[src/rtl/keypad_matrix_scanner.sv]
// keypad_matrix_scanner: debounced active-low matrix keypad scanner with single-key events, auto-repeat and multi-key lockout
module keypad_matrix_scanner #(
    parameter int ROWS         = 4,
    parameter int COLS         = 4,
    parameter int DEBOUNCE     = 2,
    parameter int REPEAT_DELAY = 8,
    parameter int REPEAT_RATE  = 4,
    parameter int CODE_W       = $clog2(ROWS*COLS)
) (
    input  logic              clk,
    input  logic              rst,
    input  logic              scan_en,
    input  logic              repeat_en,
    input  logic [ROWS-1:0]   keyboard_row,
    output logic [COLS-1:0]   keyboard_col,
    output logic              key_valid,
    output logic [CODE_W-1:0] key_code,
    output logic              key_press,
    output logic              key_repeat,
    output logic              key_release,
    output logic              multi_key
);
    localparam int N      = ROWS*COLS;
    localparam int CW     = $clog2(COLS);
    localparam int DW     = $clog2(DEBOUNCE+1);
    localparam int RW     = $clog2(REPEAT_DELAY+1);
    localparam int RELOAD = REPEAT_DELAY > REPEAT_RATE ? REPEAT_DELAY-REPEAT_RATE : 0;

    typedef enum logic [1:0] {IDLE, HELD, LOCK} state_t;

    state_t            state_q, state_d;
    logic [CW-1:0]     col_q, col_d;
    logic [N-1:0]      raw_q, raw_d, prev_q, prev_d, acc_q, acc_d, frame;
    logic [DW-1:0]     cnt_q, cnt_d;
    logic [RW-1:0]     rpt_q, rpt_d, rpt_inc;
    logic [CODE_W-1:0] code_q, code_d, k;
    logic [ROWS-1:0]   sense;
    logic              tick_q, tick_d, press_q, press_d, repeat_q, repeat_d, release_q, release_d;
    logic              complete, one;

    // Frame bit c*ROWS+r is the key with code c*ROWS+r, so the frame doubles as a code-indexed key map.
    always_comb begin
        for (int r = 0; r < ROWS; r++) sense[r] = ~keyboard_row[ROWS-1-r];
        frame = raw_q;
        for (int c = 0; c < COLS; c++) if (col_q == CW'(c)) frame[c*ROWS +: ROWS] = sense;
        raw_d = scan_en ? frame : raw_q;
        complete = scan_en && col_q == CW'(COLS-1);
        col_d = scan_en ? (complete ? '0 : col_q + 1'b1) : col_q;
        cnt_d = cnt_q;
        prev_d = prev_q;
        acc_d = acc_q;
        tick_d = 1'b0;
        if (complete) begin
            cnt_d = frame != prev_q ? DW'(1) : (cnt_q == DW'(DEBOUNCE) ? cnt_q : cnt_q + 1'b1);
            prev_d = frame;
            tick_d = cnt_d == DW'(DEBOUNCE);
            acc_d = tick_d ? frame : acc_q;
        end
    end

    always_comb begin
        for (int c = 0; c < COLS; c++) keyboard_col[COLS-1-c] = col_q != CW'(c);
        one = acc_q != '0 && (acc_q & (acc_q - 1'b1)) == '0;
        k = '0;
        for (int i = 0; i < N; i++) if (acc_q[i]) k = CODE_W'(i);
    end

    // A held key only ever leaves through IDLE, so switching keys always passes through a release.
    always_comb begin
        state_d = state_q;
        code_d = code_q;
        rpt_d = rpt_q;
        press_d = 1'b0;
        repeat_d = 1'b0;
        release_d = 1'b0;
        rpt_inc = rpt_q + 1'b1;
        if (tick_q) begin
            case (state_q)
                IDLE: begin
                    if (one) begin
                        state_d = HELD;
                        code_d = k;
                        press_d = 1'b1;
                        rpt_d = '0;
                    end else if (acc_q != '0) state_d = LOCK;
                end
                HELD: begin
                    if (acc_q == '0) begin
                        state_d = IDLE;
                        release_d = 1'b1;
                    end else if (!one || k != code_q) begin
                        state_d = LOCK;
                        release_d = 1'b1;
                    end else if (rpt_inc == RW'(REPEAT_DELAY)) begin
                        press_d = repeat_en;
                        repeat_d = repeat_en;
                        rpt_d = RW'(RELOAD);
                    end else rpt_d = rpt_inc;
                end
                default: state_d = acc_q == '0 ? IDLE : state_q;
            endcase
        end
        if (!repeat_en) rpt_d = '0;
    end

    always_ff @(posedge clk) begin
        if (rst) begin
            state_q <= IDLE;
            col_q <= '0;
            raw_q <= '0;
            prev_q <= '0;
            acc_q <= '0;
            cnt_q <= '0;
            rpt_q <= '0;
            code_q <= '0;
            tick_q <= 1'b0;
            press_q <= 1'b0;
            repeat_q <= 1'b0;
            release_q <= 1'b0;
        end else begin
            state_q <= state_d;
            col_q <= col_d;
            raw_q <= raw_d;
            prev_q <= prev_d;
            acc_q <= acc_d;
            cnt_q <= cnt_d;
            rpt_q <= rpt_d;
            code_q <= code_d;
            tick_q <= tick_d;
            press_q <= press_d;
            repeat_q <= repeat_d;
            release_q <= release_d;
        end
    end

    assign key_valid = state_q == HELD;
    assign multi_key = state_q == LOCK;
    assign key_code = code_q;
    assign key_press = press_q;
    assign key_repeat = repeat_q;
    assign key_release = release_q;
endmodule
[config.mk]
export PLATFORM = sky130hd
export DESIGN_NAME = keypad_matrix_scanner
export DESIGN_NICKNAME = d
export VERILOG_FILES = /design/src/rtl/keypad_matrix_scanner.sv
export SDC_FILE = /design/constraint.sdc
export NUM_CORES = 1
export LEC_CHECK = 0
export BUFFER_PORTS_ARGS = -buffer_cell sky130_fd_sc_hd__buf_2
export CELL_PAD_IN_SITES_DETAIL_PLACEMENT = 1
export CELL_PAD_IN_SITES_GLOBAL_PLACEMENT = 2
export CORE_ASPECT_RATIO = 0.6
export CORE_MARGIN = 1
export CORE_UTILIZATION = 38
export CTS_BUF_LIST = sky130_fd_sc_hd__clkbuf_16
export CTS_CLUSTER_DIAMETER = 150
export DETAILED_ROUTE_END_ITERATION = 6
export PLACE_DENSITY = 0.91
export SYNTH_ARGS = -nofsm -noshare
export SYNTH_HDL_FRONTEND = slang
export SYNTH_SLANG_ARGS = --single-unit
[constraint.sdc]
create_clock -name clk -period 5.7 [get_ports clk]
set_clock_uncertainty 0.1 [all_clocks]
set_input_delay 0.285 -clock clk [delete_from_list [all_inputs] [get_ports clk]]
set_output_delay 0.285 -clock clk [all_outputs]
set_load 0.005 [all_outputs]
==> key figures <==
Clock network
  – CTS root buf: clkbuf_16
  – Clk slew on worst S/H paths: 50 ps
  – Deepest clock path buffer count: 2
  – Post-cts sizing count: 0
  – H-tree depth: 3
  – Clock sink count: 66
  – TritonCTS buffer count: 9
  – Post-CTS Hold Buffers: 0
  – Post-CTS setup buffers: 0
  – Worst-Skew Late Latency: 340 ps
  – CTS tree: yes

Synthesis
  – Post-Syn Area: 0.00376 mm2
  – Syn Area/Cell: 8.05 um2
  – Syn_nets: 482
  – Synth unique cells: 69
  – Sequential share of the synthesized area: 0.351
  – Synth Instances: 467
  – Asr flop ratio synth: 0
  – Top_reg_cell synth: dfxtp_1
  – Synthesis-stage register bit count: 66
  – Number of synthesis warnings: 0
  – Number of synthesized flops with an enable pin: 0

STA
  – Final setup vio count: 0
  – Final period util: 0.582
  – Minimum clock period: 3310 ps
  – Slew Viols, Final: 0
  – Worst setup margin: 2390 ps
  – FMAX: 302 MHz
  – Rel. slew slack: 0.362
  – RSZ-0062 raised after global routing: no
  – Worst-margin pin slew: 957 ps
  – Setup TNS: 0 ps
  – Final Hold Vio Count: 0

Global route
  – First-pass GRT wire length: 17500 um
  – GRT Util Overall: 0.227
  – Vias in the first global route: 3497
  – Total grt overflow: 0
  – Largest net degree at the start of global routing: 59
  – Initial antenna violation count: 0

Floorplan
  – Die W: 130 um
  – Die footprint: 0.0103 mm2
  – Row cnt: 27
  – Core Area: 0.00939 mm2
  – Initial Util: 0.400
  – I/O pins: 21
  – Die height: 79.1 um

Finish
  – Total Nets Final: 485
  – Layout fillers: 1193
  – Antenna fix cells: 0
  – Layout area overhead: 9.08%
  – Commonest non-fill, non-tap cells in the layout: 78 x nor2_1, 66 x dfxtp_1, 37 x nand2_1, 26 x o21ai_0, 22 x a21oi_1
  – Fraction of layout cells with a size suffix above 1: 0.103
  – Commonest non-fill, non-tap cell in the layout: nor2_1

Pwr
  – Sequential Power Share: 0.440
  – Combinational share of power: 0.109
  – P_sw: 0.000287 W
  – Leak: 1.63 nW
  – Net Sw Frac: 0.265
  – Total internal power: 0.000797 W
  – Worst IR Drop VDD: 136 uV
  – Power, Total: 0.00108 W
  – Clock share of power: 0.451
  – Pwr dens: 264 mW/mm2

Place
  – Routability cong.: 0.836
  – Dpl hpwl: 8100 um
  – Place WS: 2470 ps
  – Port Buffers: 20

Routing
  – WL final: 11000 um
  – Initial drt markers: 154
  – Via density: 5.77
  – Via count: 3490
  – DRT antenna net count: 0
  – DRC violations left: 0
  – Drt pass-1 iters: 5
  – DR WL/cell: 18.2 um

Job
  – Max Cap Viol: 0

Critical path
  – WP data arrival: 3480 ps
  – Crit path buffers/inverters: 1
  – Element type at the critical path start: flop
  – Slowest cell on the critical path: nor4_1
  – Critical path's largest stage delay: 540 ps
  – Req. time, crit path: 5860 ps
  – CP Class: flop to flop
  – Crit path max-delay family: simple AND/OR/NAND/NOR gates
  – Crit path cell chain: ha_1 > nand2_1 > nor2_1 > nand3b_1 > nor4_1 > nand4_1 > buf_4 > a211o_1 > a21oi_1
  – Crit path max fanout: 17
  – CP endpoint kind: flop

Min path
  – Worst hold path type: primary input to flop

Status
  – Outcome: finished clean
==> path summary, 6_finish.rpt <==
path / start / to / slack, ps / cells after the start
max: col_q[0] / acc_q[13] / 2390 / 9
min: repeat_en / key_press / 130 / 3
max reg2reg: col_q[0] / acc_q[13] / 2390 / 9
min reg2reg: prev_q[6] / prev_q[6] / 370 / 2
==> kinds of logic after synthesis <==
group	count (synthesis)	synth area share
buf+inv	43	0.0635
xor+xnor	4	0.00932
simple gates	230	0.326
flops	66	0.351
mux	21	0.0559
compound gates	96	0.170
fa+ha+maj	7	0.0233
==> metal layers <==
metal | routed length [um] | up-vias | track usage
li1 | - | 1677 | -
met1 | 5450 | 1720 | 0.313
met2 | 4700 | 83 | 0.350
met3 | 738 | 10 | 0.0580
met4 | 95 | 0 | 0.0621
met5 | 0 | - | 0
==> worst register-to-register path: stages, from the launching register on <==
cell and delay (ps):
dfxtp_1 410, ha_1 460, nand2_1 480, nor2_1 280
nand3b_1 100, nor4_1 540, nand4_1 160, buf_4 270
a211o_1 310, a21oi_1 130
==> registers in the layout, summed over array words and instances, names as in the netlist <==
name,cells
prev_q,16
state_q,2
tick_q,1
key_press,1
key_release,1
raw_q,16
cnt_q,2
key_repeat,1
acc_q,16
rpt_q,4
col_q,2
key_code,4
==> Yosys cell counts, types with 5 or more instances <==
cell,instances,area share
nor2_1,78,0.078
dfxtp_1,66,0.35
nand2_1,37,0.037
o21ai_0,26,0.035
a21oi_1,22,0.029
mux2i_1,21,0.056
nor3_1,20,0.027
and2_1,19,0.032
clkbuf_1,16,0.016
inv_1,13,0.013
nand4b_1,12,0.028
a211oi_1,10,0.020
nand4_1,9,0.015
or3_1,9,0.015
nor2b_1,8,0.013
nor4_1,8,0.013
o21a_1,8,0.016
ha_1,7,0.023
buf_6,5,0.015
==> power by group through the flow <==
stage / registers, W / logic (W) / clock network, W
after global routing: 0.000478 / 0.000131 / 0.000521
final: 0.000477 / 0.000118 / 0.000489
after detailed placement: 0.000487 / 0.000116 / 0
after CTS: 0.000477 / 0.000117 / 0.000498
after global placement: 0.000486 / 0.000112 / 0
after floorplan: 0.000485 / 0.0000822 / 0
==> cell type report <==
class / count / area (um2) / area share
well taps: 130 / 163 / 0.0396
clock buffers: 9 / 225 / 0.0549
inverters: 13 / 48.8 / 0.0119
clock inverters: 7 / 28.8 / 0.00701
repair buffers: 22 / 115 / 0.0281
multi-input cells: 358 / 2200 / 0.536
flip-flops and latches: 66 / 1320 / 0.322
==> metrics by stage <==
step | utilization | std cells | area, um2 | hold slack [ps]
floorplan | - | 467 | 3760 | 281
global placement | 0.410 | 589 | 3850 | 351
detailed placement | 0.410 | 589 | 3850 | 363
CTS | 0.437 | 605 | 4100 | 125
global route | 0.437 | 605 | 4100 | 135
finish | 0.437 | 605 | 4100 | 131
Note: power is estimated with default switching activity, not from simulation.
